===== config.mk =====
export PLATFORM = sky130hd
export DESIGN_NAME = hs_rx_deserializer
export DESIGN_NICKNAME = d
export VERILOG_FILES = /design/src/rtl/hs_rx_deserializer.sv
export SDC_FILE = /design/constraint.sdc
export NUM_CORES = 1
export LEC_CHECK = 0
export CORE_MARGIN = 5
export CORE_UTILIZATION = 55
export DETAILED_ROUTE_END_ITERATION = 10
export PLACE_DENSITY = 0.78
export SLEW_MARGIN = 10
export SYNTH_ARGS = -nofsm -noshare
export SYNTH_HDL_FRONTEND = slang
export SYNTH_SLANG_ARGS = --single-unit

===== constraint.sdc =====
create_clock -name RX_DDR_clk -period 2 [get_ports RX_DDR_clk]
set_input_delay 0.2 -clock RX_DDR_clk [delete_from_list [all_inputs] [get_ports RX_DDR_clk]]
set_output_delay 0.2 -clock RX_DDR_clk [all_outputs]
set_load 0.01 [all_outputs]

===== src/rtl/hs_rx_deserializer.sv =====
`default_nettype none
// ============================================================================
// Module   : hs_rx_deserializer
// Brief    : DDR high-speed receive deserializer. Captures Dp on both clock
//            edges, hunts for the HS leader sync byte at either bit phase,
//            then assembles LSB-first payload bytes until Enable drops.
// Revision : 1.0 - initial release
// ============================================================================
module hs_rx_deserializer #(
  parameter logic [7:0] SYNC_BYTE = 8'hB8,
  parameter int         HUNT_MAX  = 64
) (
  input  logic       RX_DDR_clk,
  input  logic       RX_rst_n,
  input  logic       Enable,
  input  logic       Dp,
  input  logic       Dn,
  output logic [7:0] RX_byte,
  output logic       RX_valid,
  output logic       RX_active,
  output logic       RX_sync_err,
  output logic       RX_line_err
);

  localparam int               c_CW        = $clog2(HUNT_MAX + 1);
  localparam logic [c_CW-1:0]  c_HUNT_LAST = c_CW'(HUNT_MAX - 1);

  localparam logic [1:0] c_IDLE = 2'd0;
  localparam logic [1:0] c_HUNT = 2'd1;
  localparam logic [1:0] c_DATA = 2'd2;
  localparam logic [1:0] c_ERR  = 2'd3;

  logic [1:0]      r_state;
  logic            r_neg_dp;     // bit n: Dp captured on the falling edge
  logic            r_neg_eq;     // Dp==Dn seen on the falling edge with Enable high
  logic [9:0]      r_sr;
  logic [c_CW-1:0] r_hunt_cnt;
  logic [1:0]      r_pair_cnt;
  logic            r_phase;
  logic [7:0]      r_byte;
  logic            r_valid;
  logic            r_active;
  logic            r_sync_err;
  logic            r_line_err;

  logic [9:0]      w_sr_next;
  logic            w_match0;
  logic            w_match1;
  logic            w_line_bad;
  logic [1:0]      w_unused_sr_tail;

  // Post-update view of the shift register: newest bit (p) lands in the MSB.
  assign w_sr_next  = {Dp, r_neg_dp, r_sr[9:2]};
  assign w_match0   = (w_sr_next[9:2] == SYNC_BYTE);
  assign w_match1   = (w_sr_next[8:1] == SYNC_BYTE);
  assign w_line_bad = r_neg_eq | (Enable & (Dp == Dn));

  // The two oldest bits only extend the sliding window; nothing reads them.
  assign w_unused_sr_tail = r_sr[1:0];

  // Falling-edge capture of the earlier bit of each pair and its line check.
  always_ff @(negedge RX_DDR_clk or negedge RX_rst_n) begin
    if (!RX_rst_n) begin
      r_neg_dp <= 1'b0;
      r_neg_eq <= 1'b0;
    end else begin
      if (Enable) r_neg_dp <= Dp;
      r_neg_eq <= Enable & (Dp == Dn);
    end
  end

  // Rising-edge FSM: hunt for sync, then emit a byte every fourth bit pair.
  always_ff @(posedge RX_DDR_clk or negedge RX_rst_n) begin
    if (!RX_rst_n) begin
      r_state    <= c_IDLE;
      r_sr       <= '0;
      r_hunt_cnt <= '0;
      r_pair_cnt <= '0;
      r_phase    <= 1'b0;
      r_byte     <= 8'h00;
      r_valid    <= 1'b0;
      r_active   <= 1'b0;
      r_sync_err <= 1'b0;
      r_line_err <= 1'b0;
    end else begin
      r_valid    <= 1'b0;
      r_sync_err <= 1'b0;
      if (w_line_bad) r_line_err <= 1'b1;

      if (r_state == c_IDLE) begin
        if (Enable) begin
          // Fresh hunt: old history and the sticky line flag are forgotten.
          r_state    <= c_HUNT;
          r_sr       <= '0;
          r_hunt_cnt <= '0;
          r_pair_cnt <= '0;
          r_phase    <= 1'b0;
          r_line_err <= 1'b0;
        end
      end else if (!Enable) begin
        // Leaving HS mode aborts any partial byte.
        r_state  <= c_IDLE;
        r_active <= 1'b0;
      end else begin
        r_sr <= w_sr_next;
        case (r_state)
          c_HUNT: begin
            if (w_match0 || w_match1) begin
              r_state    <= c_DATA;
              r_phase    <= ~w_match0;   // even alignment wins a tie
              r_pair_cnt <= 2'd0;
              r_active   <= 1'b1;
            end else if (r_hunt_cnt == c_HUNT_LAST) begin
              r_state    <= c_ERR;
              r_sync_err <= 1'b1;
            end else begin
              r_hunt_cnt <= r_hunt_cnt + c_CW'(1);
            end
          end
          c_DATA: begin
            r_pair_cnt <= r_pair_cnt + 2'd1;
            if (r_pair_cnt == 2'd3) begin
              r_byte  <= r_phase ? w_sr_next[8:1] : w_sr_next[9:2];
              r_valid <= 1'b1;
            end
          end
          default: begin
            // ERR: wait for Enable to drop.
          end
        endcase
      end
    end
  end

  assign RX_byte     = r_byte;
  assign RX_valid    = r_valid;
  assign RX_active   = r_active;
  assign RX_sync_err = r_sync_err;
  assign RX_line_err = r_line_err;

endmodule
`default_nettype wire


-- Word-level counts from Yosys, hierarchy flattened
Cells that the tools add are included.
- magnitude comparators: 0
- reduce and logical (&&, ||, !) cells: 11
- multiplexer cells: 41
- bitwise operators: 4
- multipliers: 0
- shift operators: 0
- divide/modulo/power cells: 0
- equal/unequal tests: 15
- add/subtract/negate cells: 2
- operators by type and width (operator ; number):
    2-to-1 mux 7 bit ; 6
    2-to-1 mux 10 bit ; 3
    2-to-1 mux 1 bit ; 20
    2-to-1 mux 2 bit ; 10
    == test 8 bit (second input constant) ; 2
    AND reduction 3 bit ; 4
    2-to-1 mux 8 bit ; 1
    AND reduction 4 bit ; 2
    adder 7 x 1 -> 7 bit (second input constant) ; 1
    == test 7 x 6 -> 1 bit (second input constant) ; 1
    != test 2 bit (second input constant) ; 3
    == test 2 bit (second input constant) ; 2
    != test 2 x 1 -> 1 bit (second input constant) ; 2
    != test 4 x 1 -> 1 bit (second input constant) ; 1
    case mux 2 bit (2 select lines) ; 1
    nonzero test 2 bit ; 2
    != test 3 x 1 -> 1 bit (second input constant) ; 1
    != test 3 bit (second input constant) ; 1
    nonzero test 3 bit ; 1
    adder 2 x 1 -> 2 bit (second input constant) ; 1
    == test 2 x 1 -> 1 bit (second input constant) ; 1
    zero test 2 bit ; 1
    inverter 1 bit ; 2
    AND 1 bit ; 1
    3 further kinds ; 3
- output and inout bits: 12
- latch bits: 0
- bits in read-only memories: 0
- flip-flop bits (word level): 36
- input bits: 5
- logic and storage cells: 85
- RAM bits: 0
- memories: 0

-- Longest topological paths before layout
Gate-level depths: netlist of run 1.
- depth after elaboration: 6
- depth in mapped cells: 6
- gate-level depth less buffers: 5

==> flow_summary.toml, run 1 <==
[status]
status = "finished, violations left"
violations = "setup timing"

[final_layout]
syn2layout_area_growth_pct = 28.2
antenna_cells = 0
fin_nets = 202
mostFrequentLayoutCell = "dfrtp_1"
design_area_um2 = 2040
drive_gt1_share_pct = 18.9
layout_common_cells = "31 x dfrtp_1, 25 x nand2_1, 16 x clkdlybuf4s50_1"

[die]
core_area_um2 = 2760
dieArea_um2 = 4070
die_y_um = 63.8
io_pins = 17
start_util_pct = 57.8
placementRows = 19
die-width_um = 63.8

[power_and_ir_drop]
p_leak_nw = 0.888
powerDensity_nw_per_um2 = 645
vdd_ir_drop_max_v = 0.000575
p_total_w = 0.00132

[global_route]
grt_pass1_vias = 1287
grt_use_total_pct = 18.7
grt_antenna_before_repair = 0
grt_max_degree = 26
grt_pass1_wl_mm = 5.89
grt_overflow = 0

[place]
dp_hpwl_mm = 2.41
gp_congestion = 0.837
place_area_um2 = 1840
port_buffers = 16

[sta]
max-slew-margin-rel_pct = 62.8
finalMaxSlewViolations = 0
hold_viol = 0
final-setup-viol-count = 14
worstMarginPinSlew_ns = 0.556
setup_ws_ns = -0.617
setup_tns_ns = -7.31
rsz0062_at_grt = "true"
skew_ns = 0.0194

[synth]
synth_area_per_cell_um2 = 9.83
ys.warnings.count = 0
yosysSeqAreaShare_pct = 51.8
yosysUniqueCellTypes = 40
synth-edff-count = 0
synth_area_um2 = 1590
synth_seq_cells = 33
synthArstFlopShare_pct = 100
synth_top_flop_cell = "dfrtp_1"
syn_inst = 162
syn_nets = 169

[worst_setup_path]
required_ns = 2.22
path_max_fanout = 7
critPathCaptureType = "register"
path_class = "register to register"
cp-start-kind = "register"
worstPathArrival_ns = 2.84

[clock_network]
cts_tree = "done"
cts_root_buffer = "clkbuf_4"
holdBufCountCts = 0
clkSlewWorstSetupHoldPaths_ns = 0.10
insertion_delay_ns = 0.34
h-tree-depth = 2
cts_buffers = 5
clk_path_buf_depth = 2
clkSinkCount = 33

[routing]
totalWireLength_mm = 3.50
met2_length_mm = 1.69
drcViolationCount = 0
wl_met1_mm = 1.58
dr.pass1.iters = 5
antenna_left = 0
drt_iter0_drc = 87
vias_per_cell = 5.85
wl_per_cell_um = 15.4
top_layer = "met4"
wl_met3_um = 168
via_count = 1329

[run]
drv_cap = 0

[hold_path]
hold_path.class = "primary input to async pin"
## where the power goes
group	switching (W)	internal, W
clock network	0.000230	0.000204
registers	0.0000407	0.000698
logic	0.0000725	0.0000726
## state kept, by name (all words and copies together), names as in the netlist
name and count:
RX_sync_err 1, RX_active 1, r_sr 7, RX_byte 8, RX_valid 1, r_state 2, RX_line_err 1, r_pair_cnt 2
r_hunt_cnt 7, r_neg_eq 1, r_phase 1, r_neg_dp 1
## final cells by class
cell class                 instances  area (µm²)
clock inverter                     1        5.00
clock buffer                       7        65.1
timing repair buffer              34         307
tap                               31        38.8
sequential                        33         826
multi-input combinational        111         763
fill                             192         716
inverter                          10        37.5
## synthesized netlist by cell type, types with 2 or more instances
cell / instances / area, µm²
a21oi_1: 4 / 20.0
inv_1: 10 / 37.5
nor2_1: 3 / 11.3
o22ai_1: 7 / 43.8
nand3b_1: 2 / 15.0
dfrtn_1: 2 / 50.1
ha_1: 2 / 25.0
nor2b_1: 3 / 18.8
dfrtp_1: 31 / 776
a22o_1: 2 / 17.5
nand2_1: 25 / 93.8
and3_1: 3 / 18.8
a31oi_1: 3 / 18.8
nor3_1: 6 / 30.0
nand3_1: 6 / 30.0
o21ai_0: 16 / 80.1
mux2i_1: 8 / 80.1
nand2b_1: 2 / 12.5
clkbuf_1: 6 / 22.5
## through the flow
| stage | hold WS [ns] | utilization, % | std cells | worst slack (ns) |
|---|---|---|---|---|
| 2_1_floorplan | -0.0956 | - | 162 | -0.648 |
| 3_3_place_gp | 0.460 | 66.6 | 212 | -0.611 |
| 3_5_place_dp | 0.473 | 66.6 | 212 | -0.684 |
| 4_1_cts | 0.304 | 72.3 | 226 | -0.585 |
| 5_1_grt | 0.320 | 74.0 | 227 | -0.651 |
| 6_report | 0.297 | 74.0 | 227 | -0.617 |
## metal layers
layer  GRT usage (%)  up-vias
met1            22.7      641
met4            9.61        0
met5               0        -
li1                -      653
met3            6.65        4
met2            29.0       31
## repair_timing
item | in CTS | in global routing
endpoints found under the hold margin | 0 | 0
pin swaps | 3 | 5
gates cloned | 1 | 0
setup buffers | 5 | 1
resized for setup | 10 | 8
endpoints found under the setup margin | 14 | 14
## worst max-delay path, cell delays in order (launching register included)
cell,delay [ns]
dfrtn_1,0.45
and4bb_1,0.21
o2111a_2,0.30
buf_4,0.15
buf_4,0.13
o21ai_0,0.17
a21oi_1,0.09
## worst paths after layout
check / start / endpoint / slack, ns / cells past startpoint
max: r_neg_dp$_DFFE_NN0P_ / r_hunt_cnt[4]$_DFFE_PN0P_ / -0.62 / 6
min: RX_rst_n / r_state[0]$_DFFE_PN0P_ / 0.30 / 2
max reg2reg: r_neg_dp$_DFFE_NN0P_ / r_hunt_cnt[4]$_DFFE_PN0P_ / -0.62 / 6
min reg2reg: RX_byte[2]$_DFFE_PN0P_ / RX_byte[2]$_DFFE_PN0P_ / 0.49 / 2
max in group asynchronous: RX_rst_n / r_neg_dp$_DFFE_NN0P_ / 0.81 / 1
min in group RX_DDR_clk: RX_byte[2]$_DFFE_PN0P_ / RX_byte[2]$_DFFE_PN0P_ / 0.49 / 2
## logic make-up (layout without fill, tap and decap cells)
logic type | count (synthesis) | count (layout) | share of synthesized area, %
simple gates | 57 | 57 | 18.5
buf+inv | 18 | 52 | 4.71
compound gates | 43 | 43 | 17.8
xor+xnor | 1 | 1 | 0.550
fa+ha+maj | 2 | 2 | 1.57
flops | 33 | 33 | 51.8
mux | 8 | 8 | 5.03
(Power assumes the default switching activity.)
==> run 2, diff against run 1 <==
Settings changed: CORE_UTILIZATION 55 to 59, PLACE_DENSITY 0.78 to 0.83, SLEW_MARGIN 10 to not set.
Clock period 2 ns to 3.2 ns, I/O delays scaled along.
==> run 2 against run 1 <==
The flow still finishes with violations (setup timing). First-iteration DRC count rose by 38%. Design area fell by 5.5%. Clock-buffer cell count did not move. Register-to-register slack improved by 0.61 ns. Routed wire length rose by 9.6%. Largest cell class unchanged. Utilization rose by 2.5 points. Combinational power fell by 39%. Sequential power fell by 37%. Clock skew fell by 0.0049 ns. Highest routed layer unchanged. Final cell count fell by 2.6%. Die area fell by 5.7%.
==> flow_summary.toml, run 2 (synthesis results as in run 1) <==
[status]
status = "finished, violations left"
violations = "setup timing"

[routing]
vias_per_cell = 6.21
wl_per_cell_um = 17.3
via_count = 1373
drt_iter0_drc = 120
drcViolationCount = 0
dr.pass1.iters = 4
antenna_left = 0
totalWireLength_mm = 3.83

[power_and_ir_drop]
p_int_w = 0.000582
p_leak_nw = 0.847
p_total_w = 0.000785
p_switching_w = 0.000203
power.share.combinational_pct = 11.3
clockPowerShare_pct = 29.8
powerDensity_nw_per_um2 = 406
vdd_ir_drop_max_v = 0.000343
seqPwrFrac_pct = 58.9
swShare_pct = 25.9

[sta]
hold_ws_ns = 0.478
setup_ws_ns = -0.00338
hold_viol = 0
worstMarginPinSlew_ns = 0.552
setup_tns_ns = -0.00460
finalMaxSlewViolations = 0
rsz0062_at_grt = "true"
max-slew-margin-rel_pct = 63.1
final-setup-viol-count = 2
skew_ns = 0.0145

[global_route]
grt_max_degree = 18
top_usage_layer = "met2"
grt_pass1_vias = 1280
grt_overflow = 0
grt_antenna_before_repair = 0
grt_pass1_wl_mm = 5.88
met2_usage_pct = 34.6
met1_usage_pct = 26.7
grt_use_total_pct = 21.4
grt_use_met3_pct = 6.82

[worst_setup_path]
slowest_delay_ns = 0.51
cp-start-kind = "register"
cp.depth = 4
critPathCaptureType = "register"
worstRegToRegCells = 4
cp_cell_sequence = "and4bb_1 -> o2111a_2 -> or4_1 -> nand3_1"
required_ns = 3.46
worstPathArrival_ns = 3.47
critPathSlowestCell = "or4_1"
path_max_fanout = 8
path_buf_inv = 0
cpLargestDelayFamily = "simple AND/OR/NAND/NOR gates"
path_class = "register to register"

[die]
io_pins = 17
dieArea_um2 = 3840
start_util_pct = 63.1
die_y_um = 62.0
die-width_um = 62.0
placementRows = 18
core_area_um2 = 2520

[place]
port_buffers = 16
dp_hpwl_mm = 2.47
place_inst = 209
gp_congestion = 0.847

[final_layout]
final_cells = 221
layout_common_cells = "31 x dfrtp_1, 25 x nand2_1, 16 x clkdlybuf4s50_1"
syn2layout_area_growth_pct = 21.2
fin_nets = 198
finish.utilization_pct = 76.5
nFillCells = 175
antenna_cells = 0
mostFrequentLayoutCell = "dfrtp_1"
drive_gt1_share_pct = 12.0
seqCellArea_um2 = 826
largest_register_ffs = 8
multi_input_area_um2 = 704

[clock_network]
holdBufCountCts = 0
clkSinkCount = 33
h-tree-depth = 2
cts_buffers = 5
insertion_delay_ns = 0.33
clk_path_buf_depth = 2
cts_tree = "done"
cts_root_buffer = "clkbuf_4"
clkSlewWorstSetupHoldPaths_ns = 0.10

[run]
drv_cap = 0

[hold_path]
hold_path.class = "primary input to async pin"
## run 2: final cells by class
type | count | share of cell area, %
sequential | 33 | 42.8
multi-input combinational | 111 | 36.5
clock buffer | 7 | 2.85
inverter | 10 | 1.94
timing repair buffer | 30 | 14.0
tap | 30 | 1.94
## run 2: power by group through the flow
| stage | sequential, W | clock [W] | combinational (W) |
|---|---|---|---|
| after global placement | 0.000466 | 0 | 0.0000784 |
| after detailed placement | 0.000468 | 0 | 0.0000825 |
| after global routing | 0.000465 | 0.000263 | 0.0000986 |
| after CTS | 0.000460 | 0.000238 | 0.0000854 |
| after floorplan | 0.000462 | 0 | 0.0000455 |
| final | 0.000462 | 0.000234 | 0.0000890 |
## run 2: path summary, 6_finish.rpt
| kind | start | end | slack [ns] |
|---|---|---|---|
| setup / recovery | r_neg_dp$_DFFE_NN0P_ | r_hunt_cnt[0]$_DFFE_PN0P_ | -0.003 |
| hold / removal | RX_rst_n | r_pair_cnt[0]$_DFFE_PN0P_ | 0.48 |
| setup reg to reg | r_neg_dp$_DFFE_NN0P_ | r_hunt_cnt[0]$_DFFE_PN0P_ | -0.003 |
| hold reg to reg | RX_byte[2]$_DFFE_PN0P_ | RX_byte[2]$_DFFE_PN0P_ | 0.49 |
| max in group asynchronous | RX_rst_n | r_neg_dp$_DFFE_NN0P_ | 1.29 |
| min in group RX_DDR_clk | RX_byte[2]$_DFFE_PN0P_ | RX_byte[2]$_DFFE_PN0P_ | 0.49 |
## run 2: layer usage
layer  part of all wire, %  vias up
met5                     0        -
li1                      -      643
met1                    41      641
met3                   9.2       11
met2                    48       78
met4                   2.0        0
## run 2: timing repair
| item | CTS | global route |
|---|---|---|
| setup endpoints to repair | 3 | 6 |
| buffers inserted | 1 | 3 |
| pin swaps | 0 | 1 |
| resized for setup | 2 | 4 |
| gates cloned | 0 | 1 |
| endpoints found under the hold margin | 0 | 0 |
## run 2: through the flow
stage          cell area (µm²)  setup slack [ns]
5_1_grt                   1930           -0.0676
2_1_floorplan             1590           -0.0483
4_1_cts                   1890            0.0182
3_5_place_dp              1820           -0.0508
6_report                  1930          -0.00338
3_3_place_gp              1820         -0.000900
